<file path="src/rtl/mem_port_arbiter_pkg.sv">
// Shared types for mem_port_arbiter: FSM state encoding and requester identities.
package mem_port_arbiter_pkg;

   typedef enum logic [1:0] {
      ST_IDLE  = 2'd0,
      ST_ISSUE = 2'd1,
      ST_RESP  = 2'd2
   } state_t;

   typedef enum logic {
      OWN_I = 1'b0,
      OWN_D = 1'b1
   } owner_t;

   function automatic owner_t other_owner(input owner_t o);
      return (o == OWN_I) ? OWN_D : OWN_I;
   endfunction

endpackage

</file>
<file path="src/rtl/mem_port_arbiter_arb_pick.sv">
// Combinational winner selection between fetch (I) and load/store (D) requests.
// Policy: fixed D > I by default; ARB_ROUND_ROBIN_EN alternates on ties.
module mem_port_arbiter_arb_pick
   import mem_port_arbiter_pkg::*;
(
   input  logic   i_req,
   input  logic   d_req,
   input  owner_t last_owner,
   output owner_t winner,
   output logic   any
);

   assign any = i_req | d_req;

`ifdef ARB_ROUND_ROBIN_EN
   // On a tie the requester that was not served last wins.
   always_comb begin
      winner = OWN_I;
      if (i_req && d_req) begin
         winner = other_owner(last_owner);
      end else if (d_req) begin
         winner = OWN_D;
      end
   end
`else
   logic unused_last_owner;
   assign unused_last_owner = last_owner;
   assign winner = d_req ? OWN_D : OWN_I;
`endif

endmodule

</file>
<file path="src/rtl/mem_port_arbiter.sv">
// Shares one synchronous-read RAM port between fetch (I) and load/store (D) requesters.
// Arbitration policy selected by ARB_ROUND_ROBIN_EN (undefined: fixed D > I).
module mem_port_arbiter
   import mem_port_arbiter_pkg::*;
#(
   parameter int AW = 32,
   parameter int DW = 32
) (
   input  logic            clk,
   input  logic            rst_n,
   input  logic            i_req,
   input  logic [AW-1:0]   i_addr,
   output logic            i_gnt,
   output logic            i_rvalid,
   output logic [DW-1:0]   i_rdata,
   input  logic            d_req,
   input  logic [DW/8-1:0] d_we,
   input  logic [AW-1:0]   d_addr,
   input  logic [DW-1:0]   d_wdata,
   output logic            d_gnt,
   output logic            d_rvalid,
   output logic [DW-1:0]   d_rdata,
   output logic [DW/8-1:0] ram_we,
   output logic [AW-1:0]   ram_addr,
   output logic [DW-1:0]   ram_wdata,
   input  logic [DW-1:0]   ram_rdata
);

   state_t state, state_nxt;
   owner_t owner, last_owner, winner;
   logic   any;
   logic   take;
   logic   is_write;

   mem_port_arbiter_arb_pick u_pick (
      .i_req      (i_req),
      .d_req      (d_req),
      .last_owner (last_owner),
      .winner     (winner),
      .any        (any)
   );

   // Requests are only sampled at decision points: IDLE and the RESP cycle.
   always_comb begin
      state_nxt = state;
      take      = 1'b0;
      unique case (state)
         ST_IDLE: begin
            if (any) begin
               take      = 1'b1;
               state_nxt = ST_ISSUE;
            end
         end
         ST_ISSUE: begin
            state_nxt = ST_RESP;
         end
         ST_RESP: begin
            if (any) begin
               take      = 1'b1;
               state_nxt = ST_ISSUE;
            end else begin
               state_nxt = ST_IDLE;
            end
         end
         default: begin
            state_nxt = ST_IDLE;
         end
      endcase
   end

   always_ff @(posedge clk or negedge rst_n) begin
      if (!rst_n) begin
         state <= ST_IDLE;
      end else begin
         state <= state_nxt;
      end
   end

   // ram_we is cleared every cycle unless a new transaction is issued, so a
   // write strobe lasts exactly the ISSUE cycle.
   always_ff @(posedge clk or negedge rst_n) begin
      if (!rst_n) begin
         owner      <= OWN_I;
         last_owner <= OWN_D;
         is_write   <= 1'b0;
         i_gnt      <= 1'b0;
         d_gnt      <= 1'b0;
         i_rvalid   <= 1'b0;
         d_rvalid   <= 1'b0;
         ram_we     <= '0;
         ram_addr   <= '0;
         ram_wdata  <= '0;
      end else begin
         i_gnt    <= take && (winner == OWN_I);
         d_gnt    <= take && (winner == OWN_D);
         i_rvalid <= (state == ST_ISSUE) && (owner == OWN_I);
         d_rvalid <= (state == ST_ISSUE) && (owner == OWN_D);
         ram_we   <= '0;
         if (take) begin
            owner      <= winner;
            last_owner <= winner;
            if (winner == OWN_D) begin
               ram_addr  <= d_addr;
               ram_we    <= d_we;
               ram_wdata <= d_wdata;
               is_write  <= |d_we;
            end else begin
               ram_addr  <= i_addr;
               ram_wdata <= '0;
               is_write  <= 1'b0;
            end
         end
      end
   end

   // RAM read data arrives during RESP; steer it straight to the owner.
   assign i_rdata = (state == ST_RESP && owner == OWN_I) ? ram_rdata : '0;
   assign d_rdata = (state == ST_RESP && owner == OWN_D && !is_write) ? ram_rdata : '0;

endmodule
</file>
<file path="config.mk">
export PLATFORM = sky130hd
export DESIGN_NAME = mem_port_arbiter
export DESIGN_NICKNAME = d
export VERILOG_FILES = /design/src/rtl/mem_port_arbiter_pkg.sv /design/src/rtl/mem_port_arbiter_arb_pick.sv /design/src/rtl/mem_port_arbiter.sv
export SDC_FILE = /design/constraint.sdc
export NUM_CORES = 1
export LEC_CHECK = 0
export CORE_ASPECT_RATIO = 0.7
export CORE_UTILIZATION = 38
export CTS_BUF_LIST = sky130_fd_sc_hd__clkbuf_8
export DETAILED_ROUTE_END_ITERATION = 16
export PLACE_DENSITY = 0.89
export SLEW_MARGIN = 20
export SYNTH_ARGS = -nofsm -noshare
export SYNTH_HDL_FRONTEND = slang
export SYNTH_SLANG_ARGS = --single-unit
</file>
<file path="constraint.sdc">
create_clock -name clk -period 2.5 [get_ports clk]
set_input_delay 0.5 -clock clk [delete_from_list [all_inputs] [get_ports clk]]
set_output_delay 0.5 -clock clk [all_outputs]
set_load 0.02 [all_outputs]
</file>
; Yosys cells after proc, flatten, opt, wreduce, memory -nomap -nowiden
; Index checks and enable logic that the tools add are counted.
[totals]
reg_bits = 76
inputBits = 136
[classes]
eq_ne = 3
mux = 13
n_bitwise = 3
reduce_logical = 11
[op_table]
columns = cell, count
row1 = $mux 32, 4
row2 = $mux 4, 2
row3 = $logic_and 1x1->1, 7
row4 = $pmux 2 s3, 1
row5 = $mux 1, 5
row6 = $reduce_or 4->1, 1
row7 = $eq 2x1->1 const B, 1
row8 = $eq 2x2->1 const B, 1
row9 = $logic_not 2->1, 1
row10 = $mux 2, 1
row11 = $ne 2x2->1 const B, 1
row12 = $not 1->1, 2
row13 = $reduce_or 2->1, 1
row14 = $logic_not 1->1, 1
row15 = $or 1x1->1, 1

; Logic depth before layout (Yosys ltp)
; Gate-level depths: netlist of the first run.
[logic_depth]
depth_word = 4
ltp_mapped = 5

; Cells and area by module
; A second synthesis of the first run with hierarchy kept.
[unflattened]
hier_cells = 341
area_unflattened_um2 = 4006.3
[modules_own_cells]
columns = module, n_inst, cells_each, area_each_um2, seq_area_each_um2
row1 = mem_port_arbiter, 1, 339, 3992.6, 1928.1
row2 = mem_port_arbiter_arb_pick, 1, 2, 13.8, 0.0

; Least setup slack after synthesis of the first run
; OpenSTA, ideal clock, no wires.
[synth_path]
path_kind = register -> output
from = register state[0]
to = output port d_rdata[10]
t_arrival_ns = 1.167
required_time_ns = 2.000
path_slack_ns = 0.833
stages_incl_launch_ff = 4
n_path_buf = 1
path_cell_list = dfrtp_1 > and4bb_2 > clkbuf_1 > and2_1
[synth_via]
elab_chain_cells = 4
[synth_lines]
columns = element, line_no
row1 = from (decl), mem_port_arbiter.sv:29  ; state_t state, state_nxt;
row2 = from (signal assigned), mem_port_arbiter.sv:75  ; state <= state_nxt;
row3 = $eq 2x2->1, mem_port_arbiter.sv:118  ; assign d_rdata = (state == ST_RESP && owner == OWN_D && !is_write) ? ram_rdata : '0;
row4 = $logic_and 1x1->1 (2 in series), mem_port_arbiter.sv:118
row5 = $mux 32, mem_port_arbiter.sv:118
row6 = to (decl), mem_port_arbiter.sv:22  ; output logic [DW-1:0] d_rdata,
; Every way passes these cells.

; Worst setup path after layout of the first run
[layout_path]
from = register state[0]
to = output port d_rdata[1]
; The elaborated chain is that of the path after synthesis.

==> results of run 1 <==
-- per-layer routing --
| metal | vias to the layer above | share of wire |
|---|---|---|
| li1 | 1478 | - |
| met1 | 1528 | 0.41 |
| met2 | 132 | 0.51 |
| met3 | 17 | 0.061 |
| met4 | 0 | 0.016 |
| met5 | - | 0 |
-- power by group --
part / internal [W] / switching [W]
clock: 0.000558 / 0.000449
combinational: 0.000815 / 0.000648
sequential: 0.00143 / 0.000110
total: 0.00281 / 0.00121
-- kinds of logic after synthesis --
kind of cell / count (synthesis)
muxes: 64
buffers and inverters: 22
DFF: 76
and+or+nand+nor: 76
AOI/OAI and AO/OA: 35
-- flip-flops by register name, summed over array words and instances (netlist names), 2 cells and up --
signal and flops:
ram_we 4, ram_addr 32, ram_wdata 32, state 2
-- path summary, 6_finish.rpt --
kind,start,cells after the start,slack (ps),end
worst max-delay path,state[0]$_DFFE_PN0P_,4,220,d_rdata[1]
worst min-delay path,rst_n,1,160,ram_addr[2]$_DFFE_PN0P_
worst max register to register,state[0]$_DFFE_PN0P_,3,1110,ram_addr[13]$_DFFE_PN0P_
worst min register to register,state[1]$_DFFE_PN0P_,1,470,state[1]$_DFFE_PN0P_
max in group asynchronous,rst_n,2,1780,ram_addr[16]$_DFFE_PN0P_
min in group clk,state[1]$_DFFE_PN0P_,1,470,state[1]$_DFFE_PN0P_
-- critical path: cells and delay by family, from the launching register on --
kind / cells / cell delay, ps
buffers and inverters: 2 / 540
flip-flops: 1 / 420
AND/OR/NAND/NOR: 2 / 480
-- per-stage QoR --
stage                     hold WS [ps]  total power [W]  instance area, um2  worst slack [ps]
after floorplan                  204.4         0.002254                3700             832.6
after global placement           436.0         0.003034                6501             272.9
after detailed placement         462.8         0.003072                6501             260.6
after CTS                        155.1         0.004064                6638             164.7
after global routing             188.2         0.004203                6638             110.4
final                            160.7         0.004013                6638             215.2
-- repair_timing --
action / in CTS / in global routing
gates resized for setup: 65 / 0
hold buffers: 0 / 0
endpoints found under the setup margin: 64 / 0
-- area by class of cell --
type | count | share of cell area
Clock inverter | 6 | 0.01338
Multi-Input combinational cell | 175 | 0.2460
Tap cell | 124 | 0.02337
Inverter | 1 | 0.0005655
Sequential cell | 76 | 0.2865
Timing Repair Buffer | 278 | 0.4115
Clock buffer | 9 | 0.01866
-- synth_stat cells, types with 2 or more instances --
library cell,n
a22o_1,33
dfrtp_1,76
mux2_4,29
clkbuf_1,6
buf_4,6
mux2_2,35
nor2b_1,2
and2_1,69
buf_6,3
buf_8,3
buf_2,3
==> results.yml, run 1 <==
global_routing:
  grt_max_degree: 69
  grt_use_total: 0.2248
  overflow: 0
  grt.met3_usage: 0.06861
  grt_busiest_layer: "met2"
  grt_pass1_vias: 3397
  gr-usage-met1: 0.2602
  met2_usage: 0.3986
  antenna_found_initial: 0
  grt_pass1_wl_mm: 17.39
finish:
  drive_gt1_frac: 0.1670
  fin_cells: 669
  final_nets: 677
  antenna-diode-count: 0
  multi_input_area_mm2: 0.001633
  regArea_mm2: 0.001902
  n_fill_cell: 680
  fin_util: 0.7174
  mostFrequentLayoutCell: "clkdlybuf4s50_1"
  syn2layout_area_growth_pct: 79.40
  layout_common_cells: "clkdlybuf4s50_1 (205), dfrtp_1 (76), and2_1 (69), dlygate4sd2_1 (64), mux2_2 (35)"
placement:
  placedCellCount: 654
  io_buffers: 271
  post-dp-hpwl_mm: 8.704
  gp_congestion: 0.9549
timing:
  period_needed_ps: 2285
  finalHoldViolCount: 0
  slew_violations: 0
  rsz0062_at_grt: "no"
  fmax_mhz: 437.7
  setup_viol: 0
  setup_tns_ps: 0
  clock_skew_ps: 5.779
  min_period_over_period: 0.9139
  slew_headroom: 0.6131
  tightestPinTransition_ps: 580.3
yosys:
  synth.largest_area_cell: "dfrtp_1"
  syn_area_per_cell_um2: 13.55
  ys_top_cells_by_area: "dfrtp_1 (51%), mux2_4 (12%), and2_1 (12%), mux2_2 (11%), a22o_1 (7.8%)"
  synth_ff_type: "dfrtp_1"
  synth_edf_count: 0
  synth.area.mux_share: 0.2242
  synth_compound_area_frac: 0.08522
  synth_cell_types: 19
  synth_area_mm2: 0.003700
  synth_top_family_by_area: "multiplexers"
  synth-simple-area-share: 0.1319
  yosysSeqAreaShare: 0.5140
  post_synth_fa_ha_maj_area_fraction: 0
  synth-xor-area-share: 0
  ys_ff_latch: 76
  syn_inst: 273
  syn_nets: 409
  yosys.area.top_type_share: 0.5140
  yosys_warnings: 0
  async_flop_share: 1.000
power:
  power_density_mw_per_mm2: 604.6
  peakVddDrop_mv: 0.2871
  leakage_nw: 3.153
critical_path:
  cp_slowest_cell: "dfrtp_1"
  path_class: "flip-flop to output pin"
  critPathLaunchType: "flip-flop"
  cp_max_fo: 32
  critPathArrivalTime_ps: 1780
  cp-end-kind: "output pin"
  max_stage_delay_ps: 420
  critPathRequiredTime_ps: 2000
  path_cells: "and4bb_2, buf_12, and2_1, dlygate4sd2_1"
worst_hold_path:
  hp-class: "input port to asynchronous set/reset pin"
drt:
  drt_wl_total_mm: 11.15
  antenna_left: 0
  firstDrtPassIters: 4
  post_drt_wl_per_cell_um: 16.67
  via_count: 3155
  drtIter0Drc: 81
  vias_per_cell: 4.716
  drc: 0
floorplanning:
  placementRows: 29
  start_util: 0.3999
  boundaryPins: 272
  die_h_um: 84.56
  die_w_um: 119.9
  placeableCoreArea_mm2: 0.009253
  dieArea_mm2: 0.01014
clock_tree:
  cts_tree: "built"
  cts-root-buf: "clkbuf_8"
  cts_buffer_depth: 2
  clock_sinks: 76
  clk_latency_ps: 350
  cts_setup_buffers: 0
  htreeDepth: 3
  clkTransAtPathRegs_ps: 70
  cts_buffers: 9
run_status:
  status: "finished clean"
flow_run:
  maxCapViolCount: 0
(Power assumes the default switching activity.)
==> run 2: changes to the inputs <==
--- a/config.mk
+++ b/config.mk
@@ -5,7 +5,7 @@
 export SDC_FILE = /design/constraint.sdc
 export NUM_CORES = 1
 export LEC_CHECK = 0
-export CORE_ASPECT_RATIO = 0.7
+export CORE_ASPECT_RATIO = 0.6
 export CORE_UTILIZATION = 38
 export CTS_BUF_LIST = sky130_fd_sc_hd__clkbuf_8
 export DETAILED_ROUTE_END_ITERATION = 16
==> run 2 against run 1 <==
Worst hold slack improved by 130 ps. Via count fell by 1.0%. Critical path depth did not move. Largest power group unchanged. Cell count rose by 0.90%. Critical path type unchanged. Clock skew rose by 3.5 ps. Count of clock-buffer cells in the layout rose by 1. Critical endpoint is now d_rdata[7]. Register-to-register slack improved by 40 ps. Sequential power barely moved. First-iteration DRC count rose by 25%.
==> results.yml, run 2 (synthesis results as in run 1) <==
run_status:
  status: "finished clean"
finish:
  mostFrequentLayoutCell: "clkdlybuf4s50_1"
  drive_gt1_frac: 0.1670
  antenna-diode-count: 0
  fin_util: 0.7216
  final_nets: 676
  layout_common_cells: "clkdlybuf4s50_1 (205), dfrtp_1 (76), and2_1 (69), dlygate4sd2_1 (36), mux2_2 (35)"
  syn2layout_area_growth_pct: 81.84
  biggestRegsByFlops: "ram_addr (32), ram_wdata (32), ram_we (4)"
timing:
  clock_skew_ps: 9.259
  setup_viol: 0
  finalHoldViolCount: 0
  tightestPinTransition_ps: 942.1
  fmax_mhz: 441.4
  rsz0062_at_grt: "no"
  setup_tns_ps: 0
  slew_headroom: 0.3720
  period_needed_ps: 2266
  min_period_over_period: 0.9062
  slew_violations: 0
placement:
  io_buffers: 271
  gp_congestion: 0.8116
  post-dp-hpwl_mm: 8.716
drt:
  drtIter0Drc: 101
  vias_per_cell: 4.627
  post_drt_wl_per_cell_um: 17.03
  via_count: 3123
  firstDrtPassIters: 6
  drc: 0
  antenna_left: 0
  drt_wl_total_mm: 11.50
critical_path:
  cp_slowest_cell: "dfrtp_1"
  critPathLaunchType: "flip-flop"
  regToRegSetupSlack_ps: 1150
  cp-end-kind: "output pin"
  path_class: "flip-flop to output pin"
  critPathArrivalTime_ps: 1770
  max_stage_delay_ps: 420
  path_cells: "and4bb_2, buf_12, and2_1, dlygate4sd2_1"
  crit-reg2reg-capture: "ram_addr[1]$_DFFE_PN0P_"
  r2r_cells: 3
  reg2reg_from: "state[0]$_DFFE_PN0P_"
  cp_max_fo: 32
  critPathRequiredTime_ps: 2000
clock_tree:
  htreeDepth: 3
  cts_buffer_depth: 2
  cts_buffers: 9
  cts_tree: "built"
  clk_latency_ps: 330
  cts-root-buf: "clkbuf_8"
  cts_setup_buffers: 0
  clkTransAtPathRegs_ps: 80
  clock_sinks: 76
floorplanning:
  dieArea_mm2: 0.01015
  die_h_um: 78.43
  placeableCoreArea_mm2: 0.009324
  die_w_um: 129.4
  placementRows: 27
  start_util: 0.3968
  boundaryPins: 272
worst_hold_path:
  hp-class: "input port to asynchronous set/reset pin"
power:
  power_density_mw_per_mm2: 589.4
  power_frac_comb: 0.372
  netSwitchingFraction: 0.3048
  pwr-share-seq: 0.389
  p_clk_frac: 0.239
  intPower_w: 0.002757
  leakage_nw: 3.524
  peakVddDrop_mv: 0.3358
  p_switching_w: 0.001209
global_routing:
  antenna_found_initial: 0
  grt_pass1_vias: 3275
  grt_use_total: 0.2270
  grt_max_degree: 77
  overflow: 0
  grt_pass1_wl_mm: 17.33
flow_run:
  maxCapViolCount: 0
[run 2: cell types whose count changed in the layout (fill, tap and decap cells not counted), sizes merged]
cell / change
clkinv: +3
clkinvlp: -2
bufinv: -1
clkbuf: +1
dlymetal6s2s: +28
dlygate4sd2: -28
buf: -1
[run 2: area by class of cell]
cell class | count | area, um2
repair buffers | 277 | 2816
fillers | 667 | 2596
flip-flops and latches | 76 | 1902
multi-input cells | 175 | 1633
well taps | 130 | 162.7
clock buffers | 10 | 137.6
clock inverters | 6 | 72.57
inverters | 1 | 3.754
[run 2: through the flow]
step                hold slack (ps)  setup slack, ps  cell area (um2)  total power [W]  cells
finish                        295.5            234.5             6728         0.003965    675
global route                  372.1            137.2             6728         0.004152    675
CTS                           342.4           0.3280             6658         0.004021    675
detailed placement            455.4            257.8             6489         0.003068    659
global placement              437.0            271.5             6489         0.003030    659
floorplan                     204.4            832.6             3700         0.002254    273
[run 2: layer usage]
metal  global-route usage  part of all wire  routed length [um]
met5                    0                 0                   0
met2               0.4086              0.51                5858
met3              0.06885             0.075                 858
met4              0.04706             0.012                 143
met1               0.2665              0.40                4637
[run 2: worst max-delay path by stage]
stage | start | end | slack, ps | depth (start not counted)
floorplan | state[0]$_DFFE_PN0P_ | d_rdata[10] | 830 | 3
global placement | ram_rdata[0] | i_rdata[0] | 270 | 3
detailed placement | ram_rdata[0] | d_rdata[0] | 260 | 3
CTS | state[0]$_DFFE_PN0P_ | i_rdata[27] | 0.3 | 4
global route | state[0]$_DFFE_PN0P_ | d_rdata[7] | 140 | 4
finish | state[0]$_DFFE_PN0P_ | d_rdata[7] | 230 | 4
[run 2: power groups by stage]
| stage | clock (W) | combinational [W] | sequential, W |
|---|---|---|---|
| floorplan | 0 | 0.000452 | 0.00180 |
| CTS | 0.000982 | 0.00150 | 0.00154 |
| global placement | 0 | 0.00148 | 0.00155 |
| global route | 0.00103 | 0.00155 | 0.00157 |
| finish | 0.000949 | 0.00147 | 0.00154 |
| detailed placement | 0 | 0.00150 | 0.00157 |
[run 2: repair_timing]
item,CTS,global route
setup endpoints to repair,64,28
hold buffers,0,0
gates cloned,0,0
pin swaps,0,0
gates resized for setup,37,28
[run 2: worst max-delay path, delay by kind of cell, from the launching register on]
kind | cells | cell delay, ps
buffers and inverters | 2 | 540
and+or+nand+nor | 2 | 470
DFF | 1 | 420
==> run 3: changes to the inputs <==
--- a/config.mk
+++ b/config.mk
@@ -6,11 +6,12 @@
 export NUM_CORES = 1
 export LEC_CHECK = 0
 export CORE_ASPECT_RATIO = 0.6
-export CORE_UTILIZATION = 38
+export CORE_UTILIZATION = 40
 export CTS_BUF_LIST = sky130_fd_sc_hd__clkbuf_8
 export DETAILED_ROUTE_END_ITERATION = 16
-export PLACE_DENSITY = 0.89
+export PLACE_DENSITY = 0.9
 export SLEW_MARGIN = 20
 export SYNTH_ARGS = -nofsm -noshare
 export SYNTH_HDL_FRONTEND = slang
+export SYNTH_HIERARCHICAL = 1
 export SYNTH_SLANG_ARGS = --single-unit
==> run 3 against run 2 <==
Sequential power about the same. Sequential share of layout area decreased by 0.78 points. Non-clock buffer count increased by 1. Count of clock-buffer cells in the layout unchanged. First-iteration DRC count decreased by 28%. Critical endpoint is now d_rdata[14]. Largest power group unchanged.
==> results.yml, run 3 <==
critical_path:
  cp_max_fo: 32
  cp-end-kind: "output pin"
  critPathLaunchType: "flip-flop"
  max_stage_delay_ps: 420
  reg2reg_from: "state[0]$_DFFE_PN0P_"
  critPathArrivalTime_ps: 1770
  crit-reg2reg-capture: "ram_addr[11]$_DFFE_PN0P_"
  path_cells: "and4bb_2, buf_12, and2_1, dlygate4sd2_1"
  cp_slowest_cell: "dfrtp_1"
  regToRegSetupSlack_ps: 1030
  cp_top_family: "buffers and inverters"
  path_class: "flip-flop to output pin"
  r2r_cells: 4
  critPathRequiredTime_ps: 2000
  path_buf_inv: 2
yosys:
  yosys_warnings: 6
  syn_inst: 339
  syn_nets: 475
  syn_area_per_cell_um2: 11.72
  synth_area_mm2: 0.003973
finish:
  syn2layout_area_growth_pct: 74.14
  biggestRegsByFlops: "ram_addr (32), ram_wdata (32), ram_we (4)"
  layout_common_cells: "clkdlybuf4s50_1 (205), dfrtp_1 (76), and2_1 (69), dlygate4sd2_1 (64), mux2_2 (33)"
  antenna-diode-count: 0
  drive_gt1_frac: 0.1522
  mostFrequentLayoutCell: "clkdlybuf4s50_1"
  fin_cells: 741
  final_nets: 742
floorplanning:
  die_h_um: 79.20
  boundaryPins: 272
  placeableCoreArea_mm2: 0.009392
  dieArea_mm2: 0.01035
  start_util: 0.4230
  die_w_um: 130.7
  placementRows: 27
drt:
  drt_wl_total_mm: 12.02
  via_count: 3405
  firstDrtPassIters: 4
  antenna_left: 0
  post_drt_wl_per_cell_um: 16.22
  drc: 0
  drtIter0Drc: 73
  vias_per_cell: 4.595
global_routing:
  grt_pass1_wl_mm: 18.74
  grt_pass1_vias: 3749
  grt_use_total: 0.2386
  grt_max_degree: 50
  antenna_found_initial: 0
  overflow: 0
clock_tree:
  clkTransAtPathRegs_ps: 80
  cts_resized: 65
  cts_setup_buffers: 0
  clk_latency_ps: 350
  clock_sinks: 76
  cts_tree: "built"
  cts_buffers: 9
  cts_buffer_depth: 2
  cts_hold_buf: 0
  cts-root-buf: "clkbuf_8"
  htreeDepth: 3
timing:
  fmax_mhz: 439.6
  holdWs_ps: 84.02
  min_period_over_period: 0.9099
  tightestPinTransition_ps: 523.9
  period_needed_ps: 2275
  slew_violations: 0
  slew_headroom: 0.6507
  finalHoldViolCount: 0
  rsz0062_at_grt: "no"
  setup_viol: 0
  setup_tns_ps: 0
  clock_skew_ps: 14.17
flow_run:
  maxCapViolCount: 0
placement:
  gp_congestion: 0.7647
  placedCellCount: 725
  post-dp-hpwl_mm: 9.441
  io_buffers: 271
power:
  power_density_mw_per_mm2: 587.1
  leakage_nw: 3.373
  peakVddDrop_mv: 0.3351
worst_hold_path:
  hp-class: "input port to asynchronous set/reset pin"
run_status:
  status: "finished clean"
run 3: layout make-up:
cell class | count | area (um2)
tap | 130 | 162.7
clock inverter | 6 | 68.82
clock buffer | 10 | 137.6
fill | 690 | 2474
inverter | 33 | 125.1
sequential | 76 | 1902
multi-input combinational | 208 | 1803
timing repair buffer | 278 | 2719
run 3: where the power goes:
group	switching [W]	internal, W
Combinational	0.000699	0.000851
Clock	0.000470	0.000495
Sequential	0.000113	0.00143
run 3: per-layer routing:
layer | up-vias | GRT usage | wire (um)
met5 | - | 0 | 0
met4 | 0 | 0.08276 | 223
met3 | 18 | 0.07884 | 988
met2 | 154 | 0.4386 | 6160
met1 | 1606 | 0.2556 | 4646
li1 | 1627 | - | -
run 3: metrics by stage:
stage / worst slack, ps / total power (W) / area, um2 / utilization
after CTS: 195.3 / 0.004113 / 6918 / 0.7366
after floorplan: 789.1 / 0.002324 / 3973 / -
after global placement: 246.0 / 0.003117 / 6788 / 0.7228
after detailed placement: 224.8 / 0.003164 / 6788 / 0.7228
after global routing: 131.7 / 0.004274 / 6918 / 0.7366
final: 225.2 / 0.004062 / 6918 / 0.7366
run 3: how the worst max path moves through the flow:
| stage | startpoint | endpoint | slack [ps] | cells past startpoint |
|---|---|---|---|---|
| after global placement | ram_rdata[20] | i_rdata[20] | 250 | 3 |
| after detailed placement | ram_rdata[3] | i_rdata[3] | 220 | 3 |
| final | state[0]$_DFFE_PN0P_ | d_rdata[14] | 230 | 4 |
| after CTS | state[0]$_DFFE_PN0P_ | d_rdata[14] | 200 | 4 |
| after floorplan | state[0]$_DFFE_PN0P_ | i_rdata[10] | 790 | 3 |
| after global routing | state[0]$_DFFE_PN0P_ | d_rdata[14] | 130 | 4 |
